$ cat src/rtl/vend_pkg.sv
// Shared state encoding and helpers for the multi-product vending controller.
package vend_pkg;

    typedef enum logic [2:0] {
        ST_IDLE     = 3'd0,
        ST_SELECT   = 3'd1,
        ST_PAY      = 3'd2,
        ST_DISPENSE = 3'd3,
        ST_RETURN   = 3'd4
    } state_t;

    localparam int MAX_PRODUCTS = 16;
    localparam int MAX_PRICE_W  = 16;
    localparam int ID_W         = 4;

    function automatic int timer_w(input int cycles);
        return (cycles > 2) ? $clog2(cycles) : 1;
    endfunction

    // Price tables of any width are widened to the maximum shape before lookup.
    function automatic logic [MAX_PRICE_W-1:0] price_at(
        input logic [MAX_PRODUCTS*MAX_PRICE_W-1:0] table_bits,
        input int                                  price_w,
        input int                                  idx
    );
        logic [MAX_PRODUCTS*MAX_PRICE_W-1:0] shifted;
        logic [MAX_PRICE_W-1:0]              mask;
        shifted = table_bits >> (idx * price_w);
        mask    = (MAX_PRICE_W'(1) << price_w) - MAX_PRICE_W'(1);
        return shifted[MAX_PRICE_W-1:0] & mask;
    endfunction

endpackage

$ cat src/rtl/vend_ctrl_multi_stock.sv
// Per-product stock counters: reset to INIT_STOCK, load, decrement, zero lookup.
module vend_stock_bank
    import vend_pkg::*;
#(
    parameter int NUM_PRODUCTS = 8,
    parameter int STOCK_W      = 4,
    parameter int INIT_STOCK   = 5
) (
    input  logic               i_clk,
    input  logic               i_rst,
    input  logic               ld_en,
    input  logic [ID_W-1:0]    ld_id,
    input  logic [STOCK_W-1:0] ld_count,
    input  logic               dec_en,
    input  logic [ID_W-1:0]    dec_id,
    input  logic [ID_W-1:0]    rd_id,
    output logic               rd_zero
);

    logic [STOCK_W-1:0] stock [NUM_PRODUCTS];

    always_ff @(posedge i_clk or posedge i_rst) begin
        if (i_rst) begin
            for (int i = 0; i < NUM_PRODUCTS; i++) stock[i] <= STOCK_W'(INIT_STOCK);
        end else begin
            for (int i = 0; i < NUM_PRODUCTS; i++) begin
                if (ld_en && ld_id == ID_W'(i)) begin
                    stock[i] <= ld_count;
                end else if (dec_en && dec_id == ID_W'(i) && stock[i] != '0) begin
                    stock[i] <= stock[i] - 1'b1;
                end
            end
        end
    end

    // Out-of-range ids read as empty so they can never be sold.
    always_comb begin
        rd_zero = 1'b1;
        for (int i = 0; i < NUM_PRODUCTS; i++) begin
            if (rd_id == ID_W'(i)) rd_zero = (stock[i] == '0);
        end
    end

endmodule

$ cat src/rtl/vend_ctrl_multi.sv
// Multi-product vending controller: selection, coin/online payment, dispense and change.
module vend_ctrl_multi
    import vend_pkg::*;
#(
    parameter int                            NUM_PRODUCTS   = 8,
    parameter int                            PRICE_W        = 8,
    parameter int                            STOCK_W        = 4,
    parameter int                            INIT_STOCK     = 5,
    parameter logic [NUM_PRODUCTS*PRICE_W-1:0] PRICES       =
        {8'd25, 8'd30, 8'd5, 8'd20, 8'd20, 8'd35, 8'd50, 8'd10},
    parameter int                            TIMEOUT_CYCLES = 1000
) (
    input  logic               i_clk,
    input  logic               i_rst,
    input  logic               i_start,
    input  logic               i_cancel,
    input  logic               i_sel_valid,
    input  logic [3:0]         i_sel_id,
    input  logic               i_coin_valid,
    input  logic [PRICE_W-1:0] i_coin_value,
    input  logic               i_online_pay,
    input  logic               i_restock_valid,
    input  logic [3:0]         i_restock_id,
    input  logic [STOCK_W-1:0] i_restock_count,
    output logic [2:0]         o_state,
    output logic [PRICE_W-1:0] o_credit,
    output logic [PRICE_W-1:0] o_price,
    output logic               o_dispense,
    output logic [3:0]         o_product_id,
    output logic               o_change_valid,
    output logic [PRICE_W-1:0] o_change_value,
    output logic               o_sold_out,
    output logic               o_coin_reject,
    output logic               o_timeout
);

    localparam int TIMER_W = timer_w(TIMEOUT_CYCLES);
    localparam logic [MAX_PRODUCTS*MAX_PRICE_W-1:0] PRICE_TABLE =
        (MAX_PRODUCTS*MAX_PRICE_W)'(PRICES);

    state_t             state;
    logic [PRICE_W-1:0] credit;
    logic [PRICE_W-1:0] price;
    logic [PRICE_W-1:0] change;
    logic [3:0]         sel_id;
    logic               paid_online;
    logic [TIMER_W-1:0] timer;

    logic               stock_zero;
    logic               restock_en;
    logic               sel_ok;
    logic [PRICE_W-1:0] sel_price;
    logic [PRICE_W:0]   coin_sum;
    logic               coin_seen;
    logic               coin_take;
    logic               tmo_hit;

    assign sel_price  = PRICE_W'(price_at(PRICE_TABLE, PRICE_W, int'(i_sel_id)));
    assign sel_ok     = (32'(i_sel_id) < NUM_PRODUCTS) && !stock_zero;
    assign restock_en = (state == ST_IDLE) && i_restock_valid
                        && (32'(i_restock_id) < NUM_PRODUCTS);
    assign tmo_hit    = ((state == ST_SELECT) || (state == ST_PAY))
                        && (timer == TIMER_W'(TIMEOUT_CYCLES - 1));

    // A coin is only banked in a PAY cycle that stays on the payment path.
    assign coin_seen = i_coin_valid && (i_coin_value != '0);
    assign coin_sum  = {1'b0, credit} + {1'b0, i_coin_value};
    assign coin_take = coin_seen && (state == ST_PAY) && !i_cancel && !tmo_hit
                       && !coin_sum[PRICE_W];

    assign o_state  = state;
    assign o_credit = credit;
    assign o_price  = ((state == ST_PAY) || (state == ST_DISPENSE) || (state == ST_RETURN))
                      ? price : '0;

    vend_stock_bank #(
        .NUM_PRODUCTS (NUM_PRODUCTS),
        .STOCK_W      (STOCK_W),
        .INIT_STOCK   (INIT_STOCK)
    ) u_stock (
        .i_clk    (i_clk),
        .i_rst    (i_rst),
        .ld_en    (restock_en),
        .ld_id    (i_restock_id),
        .ld_count (i_restock_count),
        .dec_en   (state == ST_DISPENSE),
        .dec_id   (sel_id),
        .rd_id    (i_sel_id),
        .rd_zero  (stock_zero)
    );

    always_ff @(posedge i_clk or posedge i_rst) begin
        if (i_rst) begin
            state          <= ST_IDLE;
            credit         <= '0;
            price          <= '0;
            change         <= '0;
            sel_id         <= '0;
            paid_online    <= 1'b0;
            timer          <= '0;
            o_dispense     <= 1'b0;
            o_product_id   <= '0;
            o_change_valid <= 1'b0;
            o_change_value <= '0;
            o_sold_out     <= 1'b0;
            o_coin_reject  <= 1'b0;
            o_timeout      <= 1'b0;
        end else begin
            o_dispense     <= 1'b0;
            o_product_id   <= '0;
            o_change_valid <= 1'b0;
            o_change_value <= '0;
            o_sold_out     <= 1'b0;
            o_coin_reject  <= coin_seen && !coin_take;
            o_timeout      <= 1'b0;
            case (state)
                ST_IDLE: begin
                    timer <= '0;
                    if (i_start) state <= ST_SELECT;
                end
                ST_SELECT: begin
                    if (i_cancel) begin
                        change <= '0;
                        timer  <= '0;
                        state  <= ST_RETURN;
                    end else if (tmo_hit) begin
                        o_timeout <= 1'b1;
                        timer     <= '0;
                        state     <= ST_IDLE;
                    end else if (i_sel_valid && sel_ok) begin
                        sel_id <= i_sel_id;
                        price  <= sel_price;
                        timer  <= '0;
                        state  <= ST_PAY;
                    end else begin
                        o_sold_out <= i_sel_valid;
                        timer      <= timer + 1'b1;
                    end
                end
                ST_PAY: begin
                    if (i_cancel || tmo_hit) begin
                        o_timeout <= !i_cancel;
                        change    <= credit;
                        timer     <= '0;
                        state     <= ST_RETURN;
                    end else begin
                        if (coin_take) credit <= coin_sum[PRICE_W-1:0];
                        // Sufficiency is judged on the registered credit, before this cycle's coin.
                        if (i_online_pay) begin
                            paid_online <= 1'b1;
                            timer       <= '0;
                            state       <= ST_DISPENSE;
                        end else if (credit >= price) begin
                            timer <= '0;
                            state <= ST_DISPENSE;
                        end else if (coin_take) begin
                            timer <= '0;
                        end else begin
                            timer <= timer + 1'b1;
                        end
                    end
                end
                ST_DISPENSE: begin
                    o_dispense   <= 1'b1;
                    o_product_id <= sel_id;
                    change       <= paid_online ? credit : credit - price;
                    state        <= ST_RETURN;
                end
                ST_RETURN: begin
                    o_change_valid <= 1'b1;
                    o_change_value <= change;
                    credit         <= '0;
                    price          <= '0;
                    change         <= '0;
                    sel_id         <= '0;
                    paid_online    <= 1'b0;
                    state          <= ST_IDLE;
                end
                default: begin
                    credit      <= '0;
                    price       <= '0;
                    change      <= '0;
                    sel_id      <= '0;
                    paid_online <= 1'b0;
                    timer       <= '0;
                    state       <= ST_IDLE;
                end
            endcase
        end
    end

endmodule

$ cat config.mk
export PLATFORM = sky130hd
export DESIGN_NAME = vend_ctrl_multi
export DESIGN_NICKNAME = d
export VERILOG_FILES = /design/src/rtl/vend_pkg.sv /design/src/rtl/vend_ctrl_multi_stock.sv /design/src/rtl/vend_ctrl_multi.sv
export SDC_FILE = /design/constraint.sdc
export NUM_CORES = 1
export LEC_CHECK = 0
export ABC_AREA = 1
export BUFFER_PORTS_ARGS = -buffer_cell sky130_fd_sc_hd__buf_2
export CORE_UTILIZATION = 50
export DETAILED_ROUTE_END_ITERATION = 16
export PLACE_DENSITY = 0.81
export SYNTH_ARGS = -nofsm -noshare
export SYNTH_HDL_FRONTEND = slang
export SYNTH_SLANG_ARGS = --single-unit
export TNS_END_PERCENT = 30
$ cat constraint.sdc
create_clock -name i_clk -period 3.3 [get_ports i_clk]
set_input_delay 0.33 -clock i_clk [delete_from_list [all_inputs] [get_ports i_clk]]
set_output_delay 0.33 -clock i_clk [all_outputs]
set_load 0.05 [all_outputs]
==> reports/results.txt <==
final setup TNS -> 0 ns
Skew-Pair Late Insertion Delay -> 0.37 ns
Logic pwr share -> 48.7%
part of the power in registers -> 35.1%
1st-iter DRT viols -> 351
Crit Path Class -> register to register
Tcrit/Tclk final -> 75.3%
Worst EP required -> 3.61 ns
detailed placer's ending HPWL -> 9690 um
Reg clk slew, reported paths -> 0.09 ns
TritonCTS buffer count -> 9
CP Max Fanout -> 12
Hold Vio Cnt, Final -> 0
final-report setup violation count -> 0
Total Nets Final -> 836
Initial DRT Pass Iterations -> 6
P_int -> 2680 uW
Die ar. -> 0.0114 mm^2
Chip Width -> 107 um
multi-input logic area -> 0.00272 mm^2
Crit path max-delay family -> simple AND/OR/NAND/NOR gates
synth-to-layout area growth -> 12.4%
critical path arrival -> 2.80 ns
fraction of layout cells with a size suffix above 1 -> 15.1%
Inst Count DP -> 902
Core Area -> 0.0105 mm^2
largest stage delay on the critical path -> 0.46 ns
total global-route track usage -> 23.6%
Psw -> 2340 uW
synthesized area per cell -> 7.71 um^2
Max Clock Freq -> 402 MHz
Setup WS pre-CTS -> 0.877 ns
Num Clock Sinks -> 89
Hold Crit Class -> input pin to register
register area share after synthesis -> 41.1%
Clock Skew -> 0.0197 ns
H-Tree Depth -> 3
CTS tree -> built
max_cap viols -> 0
row count -> 37
Fillers -> 945
I/O Pins -> 64
flop-to-flop setup slack -> 0.81 ns
clock tree buffer depth -> 2
ANT nets after route -> 0
Fin Hold WS -> 0.215 ns
Post-Synthesis Cells -> 709
setup bufs post-CTS -> 0
first-pass GRT wire length -> 21,300 um
pin count of the biggest net entering global routing -> 34
Crit-path slowest cell -> dfrtp_1
# DRC -> 0
Antenna diodes -> 0
port bufs -> 61
crit path time final -> 2.49 ns
WL per Instance -> 13.8 um
VDD IR-drop max -> 0.468 mV
status -> finished, final reports clean
Die Span Y -> 107 um
Non-Filler Instances -> 919
crit path cell chain -> nor2_1 -> nand2_1 -> nand2_2 -> inv_2 -> nor2_2 -> nor2_2 -> nand2_1 -> nand2_1 -> nor2_2 -> nand2_2 -> a21oi_1 -> o21ai_1 -> nand2_1
synthesized cell area -> 0.00547 mm^2
most used cell, CP -> nand2_1
Slew Limit Fails -> 0
vias -> 4,908
pwr dens -> 817 mW/mm^2
number of global-route vias before repair -> 4,584
Setup crit start kind -> register
Register Area -> 0.00225 mm^2
Max-slew headroom -> 56.6%
grt total ovfl -> 0
final worst-path setup slack -> 0.814 ns
Warnings, synthesis -> 0
Post-Route WL -> 12,700 um
crit end category -> register
switching share of power -> 46.6%
vias per cell -> 5.34
worst slew pin tran -> 0.650 ns
Static Leak -> 0.00325 uW
CTS root buf -> clkbuf_8
Synth Register Bits -> 89
clock power share -> 16.2%
initial antenna violation count -> 0
gpl congestion -> 0.868
Initial Util -> 52.3%
sum of buffers and inverters on the critical path -> 1
RSZ-0062 raised after global routing -> false
synth unique cells -> 45
-- cells in the mapped netlist, drive strengths merged --
master	number	area share (%)
nand2	170	12
inv	120	8.2
nor2	90	6.7
dfrtp	73	33
nand3	47	4.6
ha	28	6.4
a21oi	23	2.2
o221ai	23	3.7
o21ai	22	2.0
dfstp	16	7.7
xor2	14	2.2
nand4	11	1.3
nor3	11	1.0
xnor2	11	1.8
o211ai	9	1.2
or2	7	0.80
buf	6	0.78
nor4	4	0.46
o22ai	4	0.46
a22oi	3	0.41
a2111oi	2	0.32
a31oi	2	0.23
clkbuf	2	0.14
fa	2	0.73
o31ai	2	0.37
a21o	1	0.14
and3	1	0.11
clkinv	1	0.069
conb	1	0.069
nand3b	1	0.14
o21a	1	0.14
o32ai	1	0.16
-- area by class of cell --
type                       count  share of cell area, %
inverter                     121                   7.41
tap                          136                   2.77
clock inverter                 4                  0.957
multi-input combinational    492                   44.3
timing repair buffer          65                   5.50
sequential                    89                   36.6
clock buffer                  12                   2.52
-- metal layers --
metal	share of wire, %	track usage (%)	vias to the layer above
li1	-	-	2437
met3	5.9	4.62	28
met1	46	32.3	2275
met2	46	36.9	168
met4	2.1	9.20	0
met5	0	0	-
-- worst reg2reg max path: stages, from the launching register on --
cell and delay, ns:
dfrtp_1 0.46, nor2_1 0.25, nand2_1 0.32, nand2_2 0.18
inv_2 0.04, nor2_2 0.12, nor2_2 0.07, nand2_1 0.07
nand2_1 0.09, nor2_2 0.35, nand2_2 0.19, a21oi_1 0.15
o21ai_1 0.09, nand2_1 0.06
-- placed cells by master, fill, tap and decap left out, types with 2 or more instances in the layout --
master / synthesis / final
a2111oi_0: 2 / 2
clkbuf_8: 0 / 11
nand2_4: 2 / 2
o21ai_1: 9 / 9
nand2_2: 3 / 3
a22oi_1: 3 / 3
nor2_2: 4 / 4
nor2_1: 85 / 85
inv_1: 117 / 116
a31oi_1: 2 / 2
or2_2: 5 / 5
o211ai_1: 9 / 9
dfrtp_1: 73 / 73
buf_4: 5 / 3
o221ai_1: 23 / 23
dfstp_2: 16 / 16
nor3_1: 11 / 11
nand2_1: 165 / 165
inv_2: 3 / 3
fa_1: 2 / 2
o21ai_0: 13 / 13
conb_1: 1 / 2
buf_2: 1 / 61
nand3_1: 45 / 45
nor4_1: 4 / 4
xnor2_1: 11 / 11
a21oi_1: 22 / 22
o22ai_1: 4 / 4
xor2_1: 14 / 14
ha_1: 28 / 28
nand4_1: 11 / 11
-- cell families (layout without fill, tap and decap cells) --
family | after synthesis | after routing | share of synthesized area, %
other | 1 | 2 | 0.0686
AO/OA/AOI/OAI | 93 | 93 | 11.3
flip-flops | 89 | 89 | 41.1
adder cells (fa/ha/maj) | 30 | 30 | 7.14
buffers and inverters | 129 | 202 | 9.22
AND/OR/NAND/NOR | 342 | 342 | 27.1
XOR/XNOR | 25 | 25 | 4.00
-- power by group through the flow --
| stage | Sequential, uW | Combinational (uW) | Clock (uW) |
|---|---|---|---|
| CTS | 1760 | 2430 | 821 |
| detailed placement | 1770 | 2420 | 0 |
| finish | 1760 | 2440 | 813 |
| global placement | 1760 | 2350 | 0 |
| global route | 1800 | 2740 | 874 |
| floorplan | 1930 | 1730 | 0 |
-- stage by stage --
step | total power (uW) | cell area, um^2 | util, %
4_1_cts | 5010 | 6140 | 58.7
3_3_place_gp | 4110 | 5920 | 56.6
3_5_place_dp | 4190 | 5920 | 56.6
2_1_floorplan | 3660 | 5470 | -
6_report | 5020 | 6140 | 58.7
5_1_grt | 5410 | 6140 | 58.7
-- what timing repair did --
item,CTS,global route
gates resized for setup,0,0
hold buffers,1,0
hold endpoints to repair,14,0
-- flip-flops by register name, indices dropped and copies added (netlist names), 3 cells and up --
name / cells
o_product_id: 4
o_state: 3
price: 6
change: 8
o_credit: 8
u_stock.stock: 32
timer: 10
sel_id: 4
o_change_value: 8
-- path summary, 6_finish.rpt --
path	startpoint	endpoint	cells past startpoint
worst max-delay path	o_state[1]	change[7]	13
worst min-delay path	i_cancel	o_timeout	2
worst max register to register	o_state[1]	change[7]	13
worst min register to register	price[2]	price[2]	2
max in group asynchronous	i_rst	o_credit[1]	4
min in group asynchronous	i_rst	timer[1]	3
Note: power is estimated with default switching activity, not from simulation.
